==> config.mk <==
export PLATFORM = sky130hd
export DESIGN_NAME = regfile_mp
export DESIGN_NICKNAME = d
export VERILOG_FILES = /design/src/rtl/regfile_pkg.sv /design/src/rtl/regfile_scoreboard.sv /design/src/rtl/regfile_mp.sv
export SDC_FILE = /design/constraint.sdc
export NUM_CORES = 2
export LEC_CHECK = 0
export CAP_MARGIN = 25
export CORE_MARGIN = 2
export CORE_UTILIZATION = 61
export CTS_BUF_LIST = sky130_fd_sc_hd__clkbuf_16
export DETAILED_ROUTE_END_ITERATION = 12
export GPL_TIMING_DRIVEN = 0
export PLACE_DENSITY = 0.78
export SLEW_MARGIN = 30
export SYNTH_ARGS = -nofsm -noshare
export SYNTH_HDL_FRONTEND = slang
export SYNTH_SLANG_ARGS = --single-unit
==> constraint.sdc <==
create_clock -name clock -period 6.6 [get_ports clock]
set_input_delay 1.32 -clock clock [delete_from_list [all_inputs] [get_ports clock]]
set_output_delay 1.32 -clock clock [all_outputs]
set_load 0.005 [all_outputs]
==> src/rtl/regfile_pkg.sv <==
// Shared defaults and reset-value helper for the multi-port register file.
package regfile_pkg;

  localparam int unsigned REGFILE_DATA_W   = 32;
  localparam int unsigned REGFILE_DEPTH    = 32;
  localparam int unsigned REGFILE_NUM_READ = 2;

  // Register i comes out of reset holding its own index (register 0 holds 0).
  function automatic int unsigned regfile_init(input int unsigned idx);
    return idx;
  endfunction

endpackage

==> src/rtl/regfile_scoreboard.sv <==
// Pending-write scoreboard: write clears, reserve sets (reserve wins), exposes next-state vector and registered popcount.
module regfile_scoreboard
  import regfile_pkg::*;
#(
  parameter int unsigned DEPTH    = REGFILE_DEPTH,
  parameter int unsigned ADDR_W   = $clog2(DEPTH),
  parameter int unsigned ZERO_REG = 1
) (
  input  logic              clock,
  input  logic              reset,
  input  logic              wr_en,
  input  logic [ADDR_W-1:0] wr_addr,
  input  logic              rsv_valid,
  input  logic [ADDR_W-1:0] rsv_addr,
  output logic [DEPTH-1:0]  pend_nxt,
  output logic [ADDR_W:0]   busy_cnt
);

  logic [DEPTH-1:0] pend;
  logic [ADDR_W:0]  cnt_nxt;

  always_comb begin
    pend_nxt = pend;
    if (wr_en && !(ZERO_REG != 0 && wr_addr == '0))
      pend_nxt[wr_addr] = 1'b0;
    if (rsv_valid && !(ZERO_REG != 0 && rsv_addr == '0))
      pend_nxt[rsv_addr] = 1'b1;
  end

  always_comb begin
    cnt_nxt = '0;
    for (int unsigned i = 0; i < DEPTH; i++)
      cnt_nxt = cnt_nxt + {{ADDR_W{1'b0}}, pend_nxt[i]};
  end

  always_ff @(posedge clock or negedge reset) begin
    if (!reset) begin
      pend     <= '0;
      busy_cnt <= '0;
    end else begin
      pend     <= pend_nxt;
      busy_cnt <= cnt_nxt;
    end
  end

endmodule

==> src/rtl/regfile_mp.sv <==
// Multi-read-port register file with write-first bypass and pending-write scoreboard.
// Optional debug read port enabled by defining REGFILE_DEBUG_PORT_EN.
module regfile_mp
  import regfile_pkg::*;
#(
  parameter int unsigned DATA_W   = REGFILE_DATA_W,
  parameter int unsigned DEPTH    = REGFILE_DEPTH,
  parameter int unsigned ADDR_W   = $clog2(DEPTH),
  parameter int unsigned NUM_READ = REGFILE_NUM_READ,
  parameter int unsigned ZERO_REG = 1
) (
  input  logic                         clock,
  input  logic                         reset,
  input  logic [NUM_READ*ADDR_W-1:0]   rd_addr,
  output logic [NUM_READ*DATA_W-1:0]   rd_data,
  output logic [NUM_READ-1:0]          rd_busy,
  input  logic                         we,
  input  logic [ADDR_W-1:0]            wr_addr,
  input  logic [DATA_W-1:0]            wr_data,
  input  logic                         rsv_valid,
  input  logic [ADDR_W-1:0]            rsv_addr,
  output logic [ADDR_W:0]              busy_cnt
`ifdef REGFILE_DEBUG_PORT_EN
  ,
  input  logic [ADDR_W-1:0]            dbg_addr,
  output logic [DATA_W-1:0]            dbg_data
`endif
);

  logic [DATA_W-1:0]          mem [DEPTH];
  logic [DEPTH-1:0]           pend_nxt;
  logic [NUM_READ*DATA_W-1:0] rd_data_nxt;
  logic [NUM_READ-1:0]        rd_busy_nxt;
  logic                       wr_ok;

  assign wr_ok = we && !(ZERO_REG != 0 && wr_addr == '0);

  regfile_scoreboard #(
    .DEPTH    (DEPTH),
    .ADDR_W   (ADDR_W),
    .ZERO_REG (ZERO_REG)
  ) u_scoreboard (
    .clock     (clock),
    .reset     (reset),
    .wr_en     (we),
    .wr_addr   (wr_addr),
    .rsv_valid (rsv_valid),
    .rsv_addr  (rsv_addr),
    .pend_nxt  (pend_nxt),
    .busy_cnt  (busy_cnt)
  );

  always_ff @(posedge clock or negedge reset) begin
    if (!reset) begin
      for (int unsigned i = 0; i < DEPTH; i++)
        mem[i] <= DATA_W'(regfile_init(i));
    end else if (wr_ok) begin
      mem[wr_addr] <= wr_data;
    end
  end

  // Read path sees the post-write value and post-update pending bit of this edge.
  always_comb begin
    rd_data_nxt = '0;
    rd_busy_nxt = '0;
    for (int unsigned k = 0; k < NUM_READ; k++) begin
      if (!(ZERO_REG != 0 && rd_addr[k*ADDR_W +: ADDR_W] == '0)) begin
        if (we && wr_addr == rd_addr[k*ADDR_W +: ADDR_W])
          rd_data_nxt[k*DATA_W +: DATA_W] = wr_data;
        else
          rd_data_nxt[k*DATA_W +: DATA_W] = mem[rd_addr[k*ADDR_W +: ADDR_W]];
        rd_busy_nxt[k] = pend_nxt[rd_addr[k*ADDR_W +: ADDR_W]];
      end
    end
  end

  always_ff @(posedge clock or negedge reset) begin
    if (!reset) begin
      rd_data <= '0;
      rd_busy <= '0;
    end else begin
      rd_data <= rd_data_nxt;
      rd_busy <= rd_busy_nxt;
    end
  end

`ifdef REGFILE_DEBUG_PORT_EN
  always_ff @(posedge clock or negedge reset) begin
    if (!reset) dbg_data <= '0;
    else        dbg_data <= mem[dbg_addr];
  end
`endif

endmodule

# Word level (Yosys, flattened, before mapping)
# Index checks and enable logic that the tools add are counted.
totals:
  reg_bits: 1128
  inputBits: 56
  out_inout_bits: 72
op_classes:
  n_addsub: 31
  n_lt_le_gt_ge: 10
  n_eq_ne: 2
  muxes: 25
  bitwise: 6
  reduce_logical: 13
ops:
  columns: ["operator", "count"]
  rows:
  - ["$bwmux W1024", 1]
  - ["$mux W32", 11]
  - ["$bmux W32 S5", 2]
  - ["$add A6 B1 Y6", 30]
  - ["$demux W32 S5", 1]
  - ["$and A32 B32 Y32", 1]
  - ["$not A32 Y32", 1]
  - ["$or A32 B32 Y32", 1]
  - ["$lt A5 B6 Y1 const B", 4]
  - ["$logic_not A5 Y1", 4]
  - ["$ge A6 B6 Y1 const B", 3]
  - ["$not A5 Y6", 3]
  - ["$bmux W1 S5", 2]
  - ["$demux W1 S5", 2]
  - ["$eq A5 B5 Y1", 2]
  - ["$ge A5 B1 Y1 const B", 2]
  - ["$logic_and A1 B1 Y1", 7]
  - ["$lt A6 B1 Y1 const B", 1]
  - ["$mux W1", 6]
  - ["$add A1 B1 Y2", 1]
  - ["$logic_not A1 Y1", 2]

# Logic depth before layout (Yosys ltp)
logic_depth:
  ltp_word: 40
  ltp_mapped: 23

# Modules after synthesis
# From an unflattened synthesis, not the netlist that was laid out.
hier_totals:
  hier_cells: 4216
  hier_area_um2: 60417.9
by_module_without_submodules:
  columns: ["module", "n_inst", "cells_per_inst", "area_each_um2", "seq_area_each_um2"]
  rows:
  - ["regfile_mp", 1, 3990, 58025.7, 27376.3]
  - ["regfile_scoreboard", 1, 226, 2392.3, 950.9]

# Least setup slack after synthesis
# Ideal clock, no wire load.
synth_timing:
  path_type: "input -> register"
  startpoint: "input wr_addr[4]"
  endpoint: "register u_scoreboard.busy_cnt[4]"
  setup_time_ns: 0.123
  t_arrival_ns: 6.754
  required_time_ns: 6.477
  path_slack_ns: -0.277
  path_stages: 21
  path_buffers: 2
  path_cell_list: "buf_2 nor2b_1 clkbuf_1 nand2_1 a22oi_1 inv_1 fa_1 inv_1 fa_1 inv_1 fa_1 fa_1 fa_1 fa_1 inv_1 fa_1 fa_1 inv_1 a21o_1 a21oi_1 xnor2_1"
synth_rtl:
  columns: ["element", "line", "source"]
  rows:
  - ["start, declared", "regfile_mp.sv:18", "input logic [ADDR_W-1:0] wr_addr,"]
  - ["$lt A5 B6 Y1 (implied by the code) or $ge A5 B1 Y1 (tied branches)", "regfile_scoreboard.sv:25", "pend_nxt[wr_addr] = 1'b0;"]
  - ["$logic_and A1 B1 Y1 (implied by the code)", "regfile_scoreboard.sv:25", null]
  - ["$mux W1 (implied by the code)", "regfile_scoreboard.sv:25", null]
  - ["$demux W1 S5", null, null]
  - ["$not A32 Y32 (no source line)", null, null]
  - ["$and A32 B32 Y32 (no source line)", null, null]
  - ["$mux W32 (*)", "regfile_scoreboard.sv:24", "if (wr_en && !(ZERO_REG != 0 && wr_addr == '0))"]
  - ["$or A32 B32 Y32 (no source line)", null, null]
  - ["$mux W32 (*)", "regfile_scoreboard.sv:26", "if (rsv_valid && !(ZERO_REG != 0 && rsv_addr == '0))"]
  - ["net pend_nxt[16]", "regfile_mp.sv:31", "logic [DEPTH-1:0] pend_nxt;"]
  - ["$add A6 B1 Y6 (*) (16 in series)", "regfile_scoreboard.sv:33", "cnt_nxt = cnt_nxt + {{ADDR_W{1'b0}}, pend_nxt[i]};"]
  - ["net u_scoreboard.cnt_nxt[4]", "regfile_scoreboard.sv:20", "logic [ADDR_W:0] cnt_nxt;"]
  - ["end signal, assigned", "regfile_scoreboard.sv:42", "busy_cnt <= cnt_nxt;"]
  - ["end, declared", "regfile_scoreboard.sv:16", "output logic [ADDR_W:0] busy_cnt"]
# Mark *: on every way through the listed nets, which the timed path passes. The rest lies on a longest branch.
# A chain may end at the register's enable or synchronous reset.

# Worst setup path after layout
layout_timing:
  startpoint: "input rsv_addr[0]"
  endpoint: "register u_scoreboard.busy_cnt[4]"
layout_rtl:
  columns: ["element", "line", "source"]
  rows:
  - ["start, declared", "regfile_mp.sv:21", "input logic [ADDR_W-1:0] rsv_addr,"]
  - ["$lt A5 B6 Y1 (implied by the code) or $ge A5 B1 Y1 (tied branches)", "regfile_scoreboard.sv:27", "pend_nxt[rsv_addr] = 1'b1;"]
  - ["$logic_and A1 B1 Y1 (implied by the code)", "regfile_scoreboard.sv:27", null]
  - ["$mux W1 (implied by the code)", "regfile_scoreboard.sv:27", null]
  - ["$demux W1 S5", null, null]
  - ["$or A32 B32 Y32 (no source line)", null, null]
  - ["$mux W32 (*)", "regfile_scoreboard.sv:26", null]
  - ["net pend_nxt[14]", "regfile_mp.sv:31", null]
  - ["$add A6 B1 Y6 (*) (18 in series)", "regfile_scoreboard.sv:33", null]
  - ["net u_scoreboard.cnt_nxt[4]", "regfile_scoreboard.sv:20", null]
# Marks and branches as above.

==> impl_results.md <==
* Post-synthesis sequential area ratio at 47.4%
* 1st-iter DRT viols at approximately 7900
* Vias per inst at ~7.9
* Die Y-Extent at around 320 µm
* Core area at 96900 µm²
* Cells after synthesis at 4098
* Most common cell in the netlist: dfrtp_1
* Main synth FF type: dfrtp_1
* Initial cell density of the core at between 60 and 70%
* Worst-path clk slew at approximately 60 ps
* Area leader, netlist: dfrtp_1
* M3 GR Usage at 29.8%
* CP startpoint kind: primary input
* Cell Pwr Density at 337 nW/µm²
* Vias at approximately 45000
* CTS tree: built
* Final Core Density at 69.9%
* Post-route DRC at 0
* Syn nets at 4186
* Met2 usage at between 60% and 70%
* Htree depth at 3
* Post-synth EDFFs at 0
* Area Overhead vs Synth at 13.3%
* Combinational share of power at between 20 and 30%
* Yosys reg bits at approximately 1100
* Critical Path AT at roughly 7000 ps
* Fill cells at roughly 6400
* Post-synthesis average cell area at 14.6 µm²
* RePlAce Congestion at 1.07
* Yosys warning total at 0
* Max clock buf depth at 3
* Flop pwr share at 41.2%
* Slew @ Worst Pin at 1260 ps
* Crit path kind: primary input to register
* # rows at 114
* Final instance area at 67700 µm²
* Placed inst area at 63700 µm²
* Fin. Hold Viols at 0
* Final wirelength at approximately 250000 µm
* Top post-synthesis cells by count: dfrtp_1, mux2_2, mux4_2
* PortBufs at 117
* Initial antenna violation count at 21
* Max frequency at 157 MHz
* Count of different cell masters after synthesis at 64
* Dpl hpwl at around 160000 µm
* Sw Ratio at 31.4%
* Die X-Extent at ~320 µm
* Pre-CTS setup slack at -1160 ps
* First-pass GRT wire length at about 340000 µm
* Grt peak-use layer: met2
* Static leakage power at 29.9 nW
* Detail Route Antenna Nets at 0
* Wire length per cell at 42.9 µm
* Endpoint class of the critical path: register
* Max_slew headroom at 16.3%
* Worst Slack Setup Final at 245 ps
* Met1 global-route usage at 59.5%
* RSZ-0062 raised after global routing: no
* Async SR Flop Fraction at 100%
* Layout cell share with drive strength beyond 1 at 45.8%
* Total Power at 22.8 mW
* Hold Path Class: register to register
* Clock power share at approximately 29%
* Tot GR Track Use at between 50 and 60%
* First drt pass iteration count at 8
* IO Pins at around 130
* Placed insts at about 5500
* Cell Area, Synth at between 50000 and 60000 µm²
* Die ar. at 100000 µm²
* Minimum clock period at 6360 ps
* Max Slew Vio Count at 0
* Hold_ws at around 470 ps
* Worst endpoint required time at 7230 ps
* CTS buffer count at 117
* CP max FO at 9
* Maximum VDD drop at 673 µV
* Clock skew at roughly 34 ps
* Largest net degree at the start of global routing at 133
* Nets at 4468
* Top cells by area, synth: dfrtp_1, mux4_2, mux2_2, dfstp_2, nand2_1
* Vias in the first global route at 44200
* Final std cells w/o fill at between 5000 and 6000
* Top cell type's share of synthesized area at around 44%
* Tcrit/Tclk final at 96.3%
* Switch Pwr at 7.17 mW
* Sink Count at 1128
* Worst-Skew Late Latency at 770 ps
* Cell Int Power at ~16 mW
* Outcome: completed
* CTS Root Cell: clkbuf_16
* Setup TNS Final at 0 ps
* Setup violations, final at 0
* Maxcap violations at 0
* Grt total ovfl at 0
## what timing repair did
item / 4_1_cts / 5_1_grt
gates resized for setup: 37 / 30
buffers inserted: 2 / 5
gates cloned: 0 / 0
pin swaps: 1 / 10
endpoints found under the setup margin: 5 / 3
hold buffers: 0 / 0
## sequential cells by signal, summed over array words and instances (netlist names)
| register | cells |
|---|---|
| u_scoreboard.pend | 32 |
| u_scoreboard.busy_cnt | 6 |
| rd_data | 64 |
| mem | 1024 |
| rd_busy | 2 |
## critical path: stages
cell,delay (ps)
clkdlybuf4s50_1,590
nor2b_1,80
clkbuf_4,210
nand2_1,110
o21ai_0,210
fa_1,550
inv_1,60
fa_1,540
inv_1,60
fa_1,490
fa_1,540
fa_1,520
fa_1,510
inv_1,50
fa_2,380
fa_2,390
inv_1,60
a21o_1,100
a21oi_1,70
xnor2_1,130
## cell type report
type	instances	area, µm²	share of cell area [%]
antenna	22	55.1	0.0814
buffer	443	2080	3.07
clock buffer	120	3000	4.44
clock inverter	98	681	1.01
inverter	57	214	0.316
multi-input combinational	2469	29500	43.6
sequential	1128	28300	41.9
tap	1276	1600	2.36
timing repair buffer	164	2200	3.25
## power by group through the flow
stage	sequential, mW	combinational, mW	clock (mW)
3_3_place_gp	9.37	6.35	0
2_1_floorplan	9.09	4.78	0
5_1_grt	9.49	7.41	6.80
4_1_cts	9.30	6.73	6.49
3_5_place_dp	9.40	6.70	0
6_report	9.38	6.82	6.58
## logic make-up (layout without fill, tap and decap cells)
kind of cell / count (synthesis) / after routing / synth area share (%)
mux: 1582 / 1582 / 41.0
fa+ha+maj: 32 / 32 / 0.972
buf+inv: 501 / 882 / 3.52
simple gates: 624 / 624 / 4.46
xor+xnor: 13 / 13 / 0.191
other cells: 0 / 22 / 0
flops: 1128 / 1128 / 47.4
compound gates: 218 / 218 / 2.46
## cell usage in the layout, fill, tap and decap left out, drive strengths merged, types with 3 or more instances in the layout
cell              n
clkinvlp          9
mux2            853
a211oi           78
a221oi            4
mux2i           126
fa               24
nand2           468
clkbuf          402
nor3             16
a22o             17
and3              4
nor4bb            3
nor2b            34
nor4              3
a22oi             8
mux4            603
nor4b             3
and4b             5
nand2b            6
inv              88
o22ai             3
dlymetal6s2s      4
and2              7
xor2              9
buf             213
dfstp            80
nor3b             5
bufinv            8
clkdlybuf4s50   107
o21ai            42
nor2             55
a21oi            48
a21o              3
nand3             6
nand4b            3
dfrtp          1048
diode            22
clkinv           50
ha                8
xnor2             4
## per-layer routing
layer	routed length [µm]	vias up
met5	478	-
met4	25800	33
met3	44800	1537
met2	98500	4767
met1	78500	23100
li1	-	16000
## final timing paths
kind / startpoint / to / slack (ps) / cells past startpoint
max in group asynchronous: reset / mem[146]$_DFFE_PN0P_ / 3840 / 4
min reg2reg: mem[192]$_DFFE_PN1P_ / mem[192]$_DFFE_PN1P_ / 470 / 2
min: mem[192]$_DFFE_PN1P_ / mem[192]$_DFFE_PN1P_ / 470 / 2
max: rsv_addr[0] / u_scoreboard.busy_cnt[4]$_DFF_PN0_ / 240 / 20
min in group asynchronous: reset / mem[122]$_DFFE_PN0P_ / 550 / 1
max reg2reg: u_scoreboard.pend[1]$_DFF_PN0_ / u_scoreboard.busy_cnt[4]$_DFF_PN0_ / 1210 / 17
Power figures use the tool's default switching activity.
